[src/rtl/pc_seq_pkg.sv]
// ============================================================================
// Module      : pc_seq_pkg
// Description : Shared state encoding and instruction IDs for pc_sequencer.
// Revision    : 1.0
// ============================================================================
`default_nettype none

package pc_seq_pkg;

  typedef enum logic [2:0] {
    S_IDLE   = 3'd0,
    S_FETCH  = 3'd1,
    S_DECODE = 3'd2,
    S_EXEC   = 3'd3,
    S_WAIT   = 3'd4,
    S_LINK   = 3'd5,
    S_HALT   = 3'd6
  } state_e;

  localparam logic [5:0] ID_BEQ  = 6'd15;
  localparam logic [5:0] ID_BNE  = 6'd16;
  localparam logic [5:0] ID_BGT  = 6'd17;
  localparam logic [5:0] ID_BGTE = 6'd18;
  localparam logic [5:0] ID_BLE  = 6'd19;
  localparam logic [5:0] ID_BLEQ = 6'd20;
  localparam logic [5:0] ID_J    = 6'd21;
  localparam logic [5:0] ID_JR   = 6'd22;
  localparam logic [5:0] ID_JAL  = 6'd23;
  localparam logic [5:0] ID_HALT = 6'd63;

  localparam logic [4:0] LINK_REG = 5'd31;

endpackage

`default_nettype wire

[src/rtl/pc_sequencer_branch_resolve.sv]
// ============================================================================
// Module      : branch_resolve
// Description : Combinational branch/jump condition, target and alignment.
// Revision    : 1.0
// ============================================================================
`default_nettype none

module branch_resolve
  import pc_seq_pkg::*;
(
  input  logic [5:0]  id,
  input  logic [31:0] a,
  input  logic [31:0] b,
  input  logic [31:0] imm,
  input  logic [31:0] pc,
  output logic        is_branch,
  output logic        taken,
  output logic [31:0] target,
  output logic        misaligned
);

  logic [31:0] rel_target;

  assign rel_target = pc + 32'd4 + imm;

  always_comb begin
    is_branch = 1'b1;
    taken     = 1'b0;
    target    = rel_target;
    case (id)
      ID_BEQ:  taken = (a == b);
      ID_BNE:  taken = (a != b);
      ID_BGT:  taken = ($signed(a) >  $signed(b));
      ID_BGTE: taken = ($signed(a) >= $signed(b));
      ID_BLE:  taken = ($signed(a) <  $signed(b));
      ID_BLEQ: taken = ($signed(a) <= $signed(b));
      ID_J: begin
        taken  = 1'b1;
        target = imm;
      end
      ID_JR: begin
        taken  = 1'b1;
        target = a;
      end
      ID_JAL: begin
        taken  = 1'b1;
        target = imm;
      end
      default: is_branch = 1'b0;
    endcase
  end

  // Only a redirect can fault; a not-taken branch falls through to pc+4.
  assign misaligned = is_branch && taken && (target[1:0] != 2'b00);

endmodule

`default_nettype wire

[src/rtl/pc_sequencer.sv]
// ============================================================================
// Module      : pc_sequencer
// Description : Multi-cycle fetch/decode/execute PC controller.
// Revision    : 1.0
// ============================================================================
`default_nettype none

module pc_sequencer
  import pc_seq_pkg::*;
#(
  parameter logic [31:0] RESET_PC = 32'h0000_0000
) (
  input  logic        clk,
  input  logic        rst,
  input  logic        start,
  output logic        imem_req,
  output logic [31:0] imem_addr,
  input  logic        imem_ack,
  input  logic [31:0] imem_rdata,
  output logic [31:0] ir,
  input  logic [5:0]  id,
  input  logic [31:0] op_a,
  input  logic [31:0] op_b,
  input  logic [31:0] imm,
  output logic        exec_start,
  input  logic        exec_done,
  output logic        link_we,
  output logic [4:0]  link_addr,
  output logic [31:0] link_data,
  output logic [31:0] pc,
  output logic        taken,
  output logic        fault,
  output logic [31:0] retired
);

  state_e      state_q, state_d;
  logic [31:0] pc_q, pc_d;
  logic [31:0] ir_q, ir_d;
  logic [31:0] retired_q, retired_d;
  logic        fault_q, fault_d;
  logic [5:0]  id_q, id_d;
  logic [31:0] a_q, a_d;
  logic [31:0] b_q, b_d;
  logic [31:0] imm_q, imm_d;

  logic        br_is_branch;
  logic        br_taken;
  logic [31:0] br_target;
  logic        br_misaligned;
  logic [31:0] pc_plus4;

  assign pc_plus4 = pc_q + 32'd4;

  branch_resolve u_resolve (
    .id         (id_q),
    .a          (a_q),
    .b          (b_q),
    .imm        (imm_q),
    .pc         (pc_q),
    .is_branch  (br_is_branch),
    .taken      (br_taken),
    .target     (br_target),
    .misaligned (br_misaligned)
  );

  always_ff @(posedge clk) begin
    if (rst) begin
      state_q   <= S_IDLE;
      pc_q      <= RESET_PC;
      ir_q      <= 32'd0;
      retired_q <= 32'd0;
      fault_q   <= 1'b0;
      id_q      <= 6'd0;
      a_q       <= 32'd0;
      b_q       <= 32'd0;
      imm_q     <= 32'd0;
    end else begin
      state_q   <= state_d;
      pc_q      <= pc_d;
      ir_q      <= ir_d;
      retired_q <= retired_d;
      fault_q   <= fault_d;
      id_q      <= id_d;
      a_q       <= a_d;
      b_q       <= b_d;
      imm_q     <= imm_d;
    end
  end

  always_comb begin
    state_d   = state_q;
    pc_d      = pc_q;
    ir_d      = ir_q;
    retired_d = retired_q;
    fault_d   = fault_q;
    id_d      = id_q;
    a_d       = a_q;
    b_d       = b_q;
    imm_d     = imm_q;
    case (state_q)
      S_IDLE: if (start) state_d = S_FETCH;
      S_FETCH: begin
        if (imem_ack) begin
          ir_d    = imem_rdata;
          state_d = S_DECODE;
        end
      end
      S_DECODE: begin
        id_d    = id;
        a_d     = op_a;
        b_d     = op_b;
        imm_d   = imm;
        state_d = S_EXEC;
      end
      S_EXEC: begin
        if (id_q == ID_HALT) begin
          retired_d = retired_q + 32'd1;
          state_d   = S_HALT;
        end else if (id_q == ID_JAL) begin
          state_d = S_LINK;
        end else if (br_is_branch) begin
          if (br_misaligned) begin
            fault_d = 1'b1;
            state_d = S_HALT;
          end else begin
            pc_d      = br_taken ? br_target : pc_plus4;
            retired_d = retired_q + 32'd1;
            state_d   = S_FETCH;
          end
        end else begin
          state_d = S_WAIT;
        end
      end
      S_WAIT: begin
        if (exec_done) begin
          pc_d      = pc_plus4;
          retired_d = retired_q + 32'd1;
          state_d   = S_FETCH;
        end
      end
      S_LINK: begin
        if (br_misaligned) begin
          fault_d = 1'b1;
          state_d = S_HALT;
        end else begin
          pc_d      = br_target;
          retired_d = retired_q + 32'd1;
          state_d   = S_FETCH;
        end
      end
      S_HALT:  state_d = S_HALT;
      default: state_d = S_IDLE;
    endcase
  end

  // Strobes are decoded from registered state so they line up with the pc update edge.
  always_comb begin
    imem_req   = (state_q == S_FETCH);
    exec_start = (state_q == S_EXEC) && !br_is_branch && (id_q != ID_HALT);
    link_we    = (state_q == S_LINK) && !br_misaligned;
    taken      = link_we ||
                 ((state_q == S_EXEC) && br_is_branch && (id_q != ID_JAL) &&
                  br_taken && !br_misaligned);
    link_data  = link_we ? pc_plus4 : 32'd0;
  end

  assign imem_addr = pc_q;
  assign pc        = pc_q;
  assign ir        = ir_q;
  assign retired   = retired_q;
  assign fault     = fault_q;
  assign link_addr = LINK_REG;

endmodule

`default_nettype wire

[config.mk]
export PLATFORM = sky130hd
export DESIGN_NAME = pc_sequencer
export DESIGN_NICKNAME = d
export VERILOG_FILES = /design/src/rtl/pc_seq_pkg.sv /design/src/rtl/pc_sequencer_branch_resolve.sv /design/src/rtl/pc_sequencer.sv
export SDC_FILE = /design/constraint.sdc
export NUM_CORES = 1
export LEC_CHECK = 0
export BUFFER_PORTS_ARGS = -buffer_cell sky130_fd_sc_hd__buf_2
export CAP_MARGIN = 0
export CORE_ASPECT_RATIO = 0.9
export CORE_MARGIN = 2
export CORE_UTILIZATION = 49
export CTS_CLUSTER_DIAMETER = 30
export DETAILED_ROUTE_END_ITERATION = 6
export MAX_ROUTING_LAYER = met4
export PLACE_DENSITY_LB_ADDON = 0.2
export SYNTH_ARGS = -nofsm -noshare
export SYNTH_HDL_FRONTEND = slang
export SYNTH_SLANG_ARGS = --single-unit
[constraint.sdc]
create_clock -name clk -period 4.3 [get_ports clk]
set_input_delay 1.29 -clock clk [delete_from_list [all_inputs] [get_ports clk]]
set_output_delay 1.29 -clock clk [all_outputs]
set_load 0.005 [all_outputs]
# Yosys cells after proc, flatten, opt, wreduce, memory -nomap -nowiden

Index checks and enable logic that the tools add are counted.
Widths: inputs -> output; s select.

Add/subtract/negate cells: 3
$mul: 0
Div/mod/pow operators: 0
$lt $le $gt $ge: 4
Equality and inequality tests: 30
Shifts and indexed selects: 0
Mux-type cells: 31
Bitwise gates (word level): 0
Reduce and logical (&&, ||, !) cells: 24

Operators with widths:

| cell                  | count |
|---|---|
| $mux 32               | 13 |
| $pmux 32 s3           | 2 |
| $pmux 32 s2           | 1 |
| $eq 6x5->1 const B    | 8 |
| $add 32x1->32 const B | 1 |
| $add 32x3->32 const B | 1 |
| $add 32x32->32        | 1 |
| $eq 32x32->1          | 1 |
| $ge 32x32->1          | 1 |
| $gt 32x32->1          | 1 |
| $le 32x32->1          | 1 |
| $lt 32x32->1          | 1 |
| $ne 32x32->1          | 1 |
| $mux 3                | 7 |
| $pmux 3 s7            | 1 |
| $ne 2x2->1 const B    | 7 |
| $eq 3x3->1 const B    | 3 |
| $logic_and 1x1->1     | 9 |
| $reduce_or 9->1       | 1 |
| $reduce_and 4->1      | 2 |
| $pmux 1 s7            | 1 |
| $reduce_and 7->1      | 1 |
| $eq 3x2->1 const B    | 2 |
| $eq 6x4->1 const B    | 1 |
| 17 further kinds      | 24 |

Bits in registers: 202
Bits in latches: 0
Memory bits (writable): 0
ROM bits: 0
Output and inout bits: 170
Memories: 0

# Longest topological paths before layout

Word-level depth: 10
Gate-level depth with buffers: 19
Mapped depth without buffers: 19

# By module

A second synthesis with hierarchy kept.

Cells, all modules: 1792
Area total of the unflattened synthesis: 13175.1 um^2

Modules (own cells, without submodules):

| module         | instances | cells an instance | area each (um^2) | seq. area each (um^2) |
|---|---|---|---|---|
| pc_sequencer   | 1         | 1240              | 9385.3           | 4043.9 |
| branch_resolve | 1         | 552               | 3789.9           | 0.0 |

# Worst setup path before layout

Ideal clock, no wire load.

Path kind: register to register
Start point: register pc_q[2] (netlist: imem_addr[2])
End point: register pc_q[29] (netlist: imem_addr[29])
Data arrival time: 4.087 ns
Setup slack: 0.120 ns
Cell stages (with the launch flop): 20
Clock period less this slack: 4.180 ns
Cell sequence: dfxtp_1 ha_1 nand3_1 nor2_1 nand3_1 nor4_1 nand2_1 xor2_1 inv_1 ha_1 and3_1 a31oi_1 o21ai_0 or3_1 a211oi_1 nor2_1 a211oi_1 xnor2_1 nor2_1 o32ai_1

Word-level cells in the longest chain between the ends: 9

RTL lines:

| element                | line                                                  | RTL |
|---|---|---|
| start, declared        | pc_sequencer.sv:37                                    | `logic [31:0] pc_q, pc_d;` |
| start signal, assigned | pc_sequencer.sv:79                                    | `pc_q <= pc_d;` |
| $add 32x3->32 (*)      | pc_sequencer_branch_resolve.sv:24, pc_sequencer.sv:52 |  |
| $add 32x32->32         | pc_sequencer_branch_resolve.sv:24                     | `assign rel_target = pc + 32'd4 + imm;` |
| $pmux 32 s2            | pc_sequencer_branch_resolve.sv:30                     | `case (id)` |
| $mux 32                | pc_sequencer.sv:126                                   | `pc_d = br_taken ? br_target : pc_plus4;` |
| $mux 32                | pc_sequencer.sv:122                                   | `if (br_misaligned) begin` |
| $mux 32                | pc_sequencer.sv:121                                   | `end else if (br_is_branch) begin` |
| $mux 32                | pc_sequencer.sv:119                                   | `end else if (id_q == ID_JAL) begin` |
| $mux 32                | pc_sequencer.sv:116                                   | `if (id_q == ID_HALT) begin` |
| $pmux 32 s3 (*)        | pc_sequencer.sv:100                                   | `case (state_q)` |

Mark *: on every way between the ends. The rest lies on a longest branch, timed or not. The select of a mux whose other input is x is not followed.
A chain may end at the register's enable or synchronous reset.

# Worst setup path after layout

Start point: register b_q[5]
End point: output port taken

Word-level cells in the longest chain between the ends: 7

RTL lines:

| element                                    | line                                     | RTL |
|---|---|---|
| start, declared                            | pc_sequencer.sv:43                       | `logic [31:0] b_q, b_d;` |
| start signal, assigned                     | pc_sequencer.sv:75                       | `b_q <= 32'd0;` |
| start signal, assigned                     | pc_sequencer.sv:85                       | `b_q <= b_d;` |
| $le 32x32->1, or another cell as far along | pc_sequencer_branch_resolve.sv:36        | `ID_BLEQ: taken = ($signed(a) <= $signed(b));` |
| $pmux 1 s7 (*)                             | pc_sequencer_branch_resolve.sv:30        |  |
| $logic_and 1x1->1 (2 in series)            | pc_sequencer_branch_resolve.sv:54        | `assign misaligned = is_branch && taken && (target[1:0] != 2'b00);` |
| $logic_not 1->1                            | pc_sequencer.sv:160, pc_sequencer.sv:163 |  |
| $logic_and 1x1->1 (on tied branches)       | pc_sequencer.sv:160, pc_sequencer.sv:163 |  |
| $logic_or 1x1->1 (*)                       | pc_sequencer.sv:161                      | `taken = link_we \|\|` |
| end, declared                              | pc_sequencer.sv:31                       | `output logic taken,` |

Mark *: on every way between the ends. The rest lies on a longest branch, timed or not.

==> metrics.md <==
| Metric | Value |
|---|---|
| Starting Density | `0.495` |
| GPL Wtd Cong | `roughly 0.95` |
| Post-Place Cells | `about 2200` |
| Status | `complete, but fails checks` |
| Gr ovfl total | `0` |
| Final nets | `2160` |
| YS warnings | `0` |
| CP max stage cell | `a2111oi_4` |
| Area of the multi-input gates | `7780 sq um` |
| Crit path time final | `around 4.6 ns` |
| Setup Crit Path Kind | `reg2out` |
| Wire per inst | `between 15 and 20 um` |
| RSZ-0062 raised after global routing | `yes` |
| Initial drt markers | `just over 1000` |
| CTS sink cnt | `202` |
| Met2 WL | `a little under 20000 um` |
| Sw frac | `0.287` |
| Hold Buf Count CTS | `0` |
| Most used cell, CP | `a2111oi_4` |
| Pwr Total | `approximately 6800 uW` |
| Wire length on met1 | `between 15000 and 20000 um` |
| Max transition margin | `0.211` |
| Post-synth top area cell | `dfxtp_1` |
| Setup TNS Final | `-7.70 ns` |
| Final period utilization | `1.06` |
| WP data arrival | `approximately 3.3 ns` |
| Max incr delay on CP | `~0.45 ns` |
| Synth top cells by count | `348 x nand2_1, 210 x a21oi_1, 202 x dfxtp_1` |
| NetSw | `between 1500 and 2000 uW` |
| Most common cell in the netlist | `nand2_1` |
| Via count | `13100` |
| Post-synth EDFFs | `0` |
| Top-area cell type share of the netlist area | `0.328` |
| Skew final | `0.0167 ns` |
| Die area | `about 26000 sq um` |
| Clk_lat worst skew | `0.55 ns` |
| Power density cells | `between 400 and 500 nW/um^2` |
| Crit path max fanout | `3` |
| Row count | `55` |
| CTS clk-pin slew, worst paths | `approximately 0.040 ns` |
| Failing checks | `negative setup slack` |
| Total wire length | `~42000 um` |
| Ys flop type | `dfxtp_1` |
| Via density | `roughly 5.6` |
| CTS max path bufs | `3` |
| Comb power frac | `0.184` |
| CTS tree | `done` |
| Clock power share | `0.511` |
| Final hold viol count | `0` |
| Post-route setup slack | `-0.270 ns` |
| Placed inst area | `between 10000 and 15000 sq um` |
| Peak VDD IR | `approximately 0.25 mV` |
| Port Buffers | `roughly 300` |
| Final ANT Viol Nets | `0` |
| CTS buffer count | `46` |
| Vias in the first global route | `about 12000` |
| Worst slew pin tran | `roughly 1.2 ns` |
| Core box area | `24900 sq um` |
| WP data required | `around 3 ns` |
| Pin count of the biggest net entering global routing | `slightly above 90` |
| HPWL after DPL | `around 29000 um` |
| Sequential Power Share | `0.305` |
| Fin cells | `between 2000 and 2500` |
| Critical Path End Type | `primary output` |
| Die width | `171 um` |
| Sequential fraction of the synthesis area | `0.328` |
| CP startpoint kind | `flip-flop` |
| Yosys reg bits | `between 200 and 250` |
| Initial antenna violation count | `6` |
| Fmax | `between 200 and 250 MHz` |
| IO Count | `309` |
| Yosys cell types | `90` |
| DRC Markers | `0` |
| Ys async rst share | `0` |
| P_leak | `about 0.0070 uW` |
| Internal | `just under 5000 uW` |
| Max-cap violations | `0` |
| Metal3 WL | `about 2600 um` |
| Critical Path, Cell by Cell | `inv_2, ha_4, a21oi_4, nor2_4, a2111oi_4, a21oi_2, a2111oi_4, mux2i_4, a41oi_2, nor3_2, buf_4, buf_2` |
| Drt first pass iters | `5` |
| H-tree level count | `2` |
| Netlist Area Pre-Place | `12300 sq um` |
| Clock root buffer | `clkbuf_16` |
| Average size of a mapped cell | `~7.5 sq um` |
| Min-delay worst type | `reg2reg` |
| Hold WS | `0.449 ns` |
| Fillers | `about 2300` |
| First-pass GRT wire length | `between 60000 and 70000 um` |
| DR top layer | `met4` |
| Final Setup Violations | `34` |
| GRT Resource Usage Total | `0.313` |
| P&R area growth vs syn | `32.7%` |
| Pins Over Slew Limit | `0` |
| Post-Layout Inst Area | `~16000 sq um` |
| Post-Syn Instances | `approximately 1700` |
| Die Ht | `154 um` |
| Reg area | `4080 sq um` |
| Share of cells above drive strength 1 | `0.292` |
| Largest cells by area after synthesis | `dfxtp_1 33%, nand2_1 11%, a21oi_1 8.5%` |
power by group through the flow:
stage	logic (uW)	registers, uW	clock network, uW
2_1_floorplan	756	2070	0
3_3_place_gp	1030	2090	0
3_5_place_dp	1050	2100	0
4_1_cts	1160	2070	3500
5_1_grt	1350	2080	3600
6_report	1250	2070	3470
cell type report:
class,count,area share
Sequential cell,202,0.249
Timing Repair Buffer,385,0.136
Multi-Input combinational cell,1249,0.476
Clock buffer,64,0.0806
Clock inverter,21,0.0148
Inverter,71,0.0163
Tap cell,342,0.0262
Antenna cell,6,0.000918
through the flow:
stage	utilization	setup WS [ns]
after floorplan	-	0.120
final	0.656	-0.270
after global routing	0.656	-0.389
after global placement	0.570	0.143
after CTS	0.647	-0.208
after detailed placement	0.570	0.0830
kinds of logic after synthesis:
family,share of synthesized area
flip-flops,0.328
XOR/XNOR,0.0561
AND/OR/NAND/NOR,0.242
other,0.000304
adder cells (fa/ha/maj),0.0676
AO/OA/AOI/OAI,0.216
buffers and inverters,0.0763
multiplexers,0.0132
worst max-delay path: cells and delay by family (launching register included):
family | cells | cell delay, ns
compound gates | 5 | 1.26
buf+inv | 3 | 0.33
fa+ha+maj | 1 | 0.22
flops | 1 | 0.33
simple gates | 2 | 0.22
mux | 1 | 0.36
worst paths after layout:
path | cells past startpoint | end | start | slack (ns)
max | 12 | taken | b_q[5] | -0.27
min | 2 | ir[21] | ir[21] | 0.45
max reg2reg | 18 | imem_addr[27] | imem_addr[2] | 0.16
min reg2reg | 2 | ir[21] | ir[21] | 0.45
cells in the final DEF, fill, tap and decap left out, drive strengths merged, types with 31 or more instances in the layout:
cell type / n
ha: 65
and3: 31
a21oi: 211
nand2: 348
inv: 72
buf: 385
o21ai: 46
clkbuf: 64
nand3: 39
xnor2: 54
nor2: 129
dfxtp: 202
flip-flops by register name, indices dropped and copies added (netlist names):
signal / count
b_q: 32
ir: 32
id_q: 6
imm_q: 32
fault: 1
imem_addr: 32
a_q: 32
retired: 32
state_q: 3
per-layer routing:
layer | vias to the layer above | GRT usage
met5 | - | -
met4 | 0 | 0.121
met3 | 94 | 0.0535
met2 | 492 | 0.506
met1 | 6147 | 0.391
li1 | 6334 | -
what timing repair did:
action                     4_1_cts  5_1_grt
gates cloned                     1        0
pin swaps                       20       15
setup endpoints to repair       34       41
resized for setup               61       46
buffers inserted                 9        3
No activity file was read; power rests on OpenSTA's default activity.
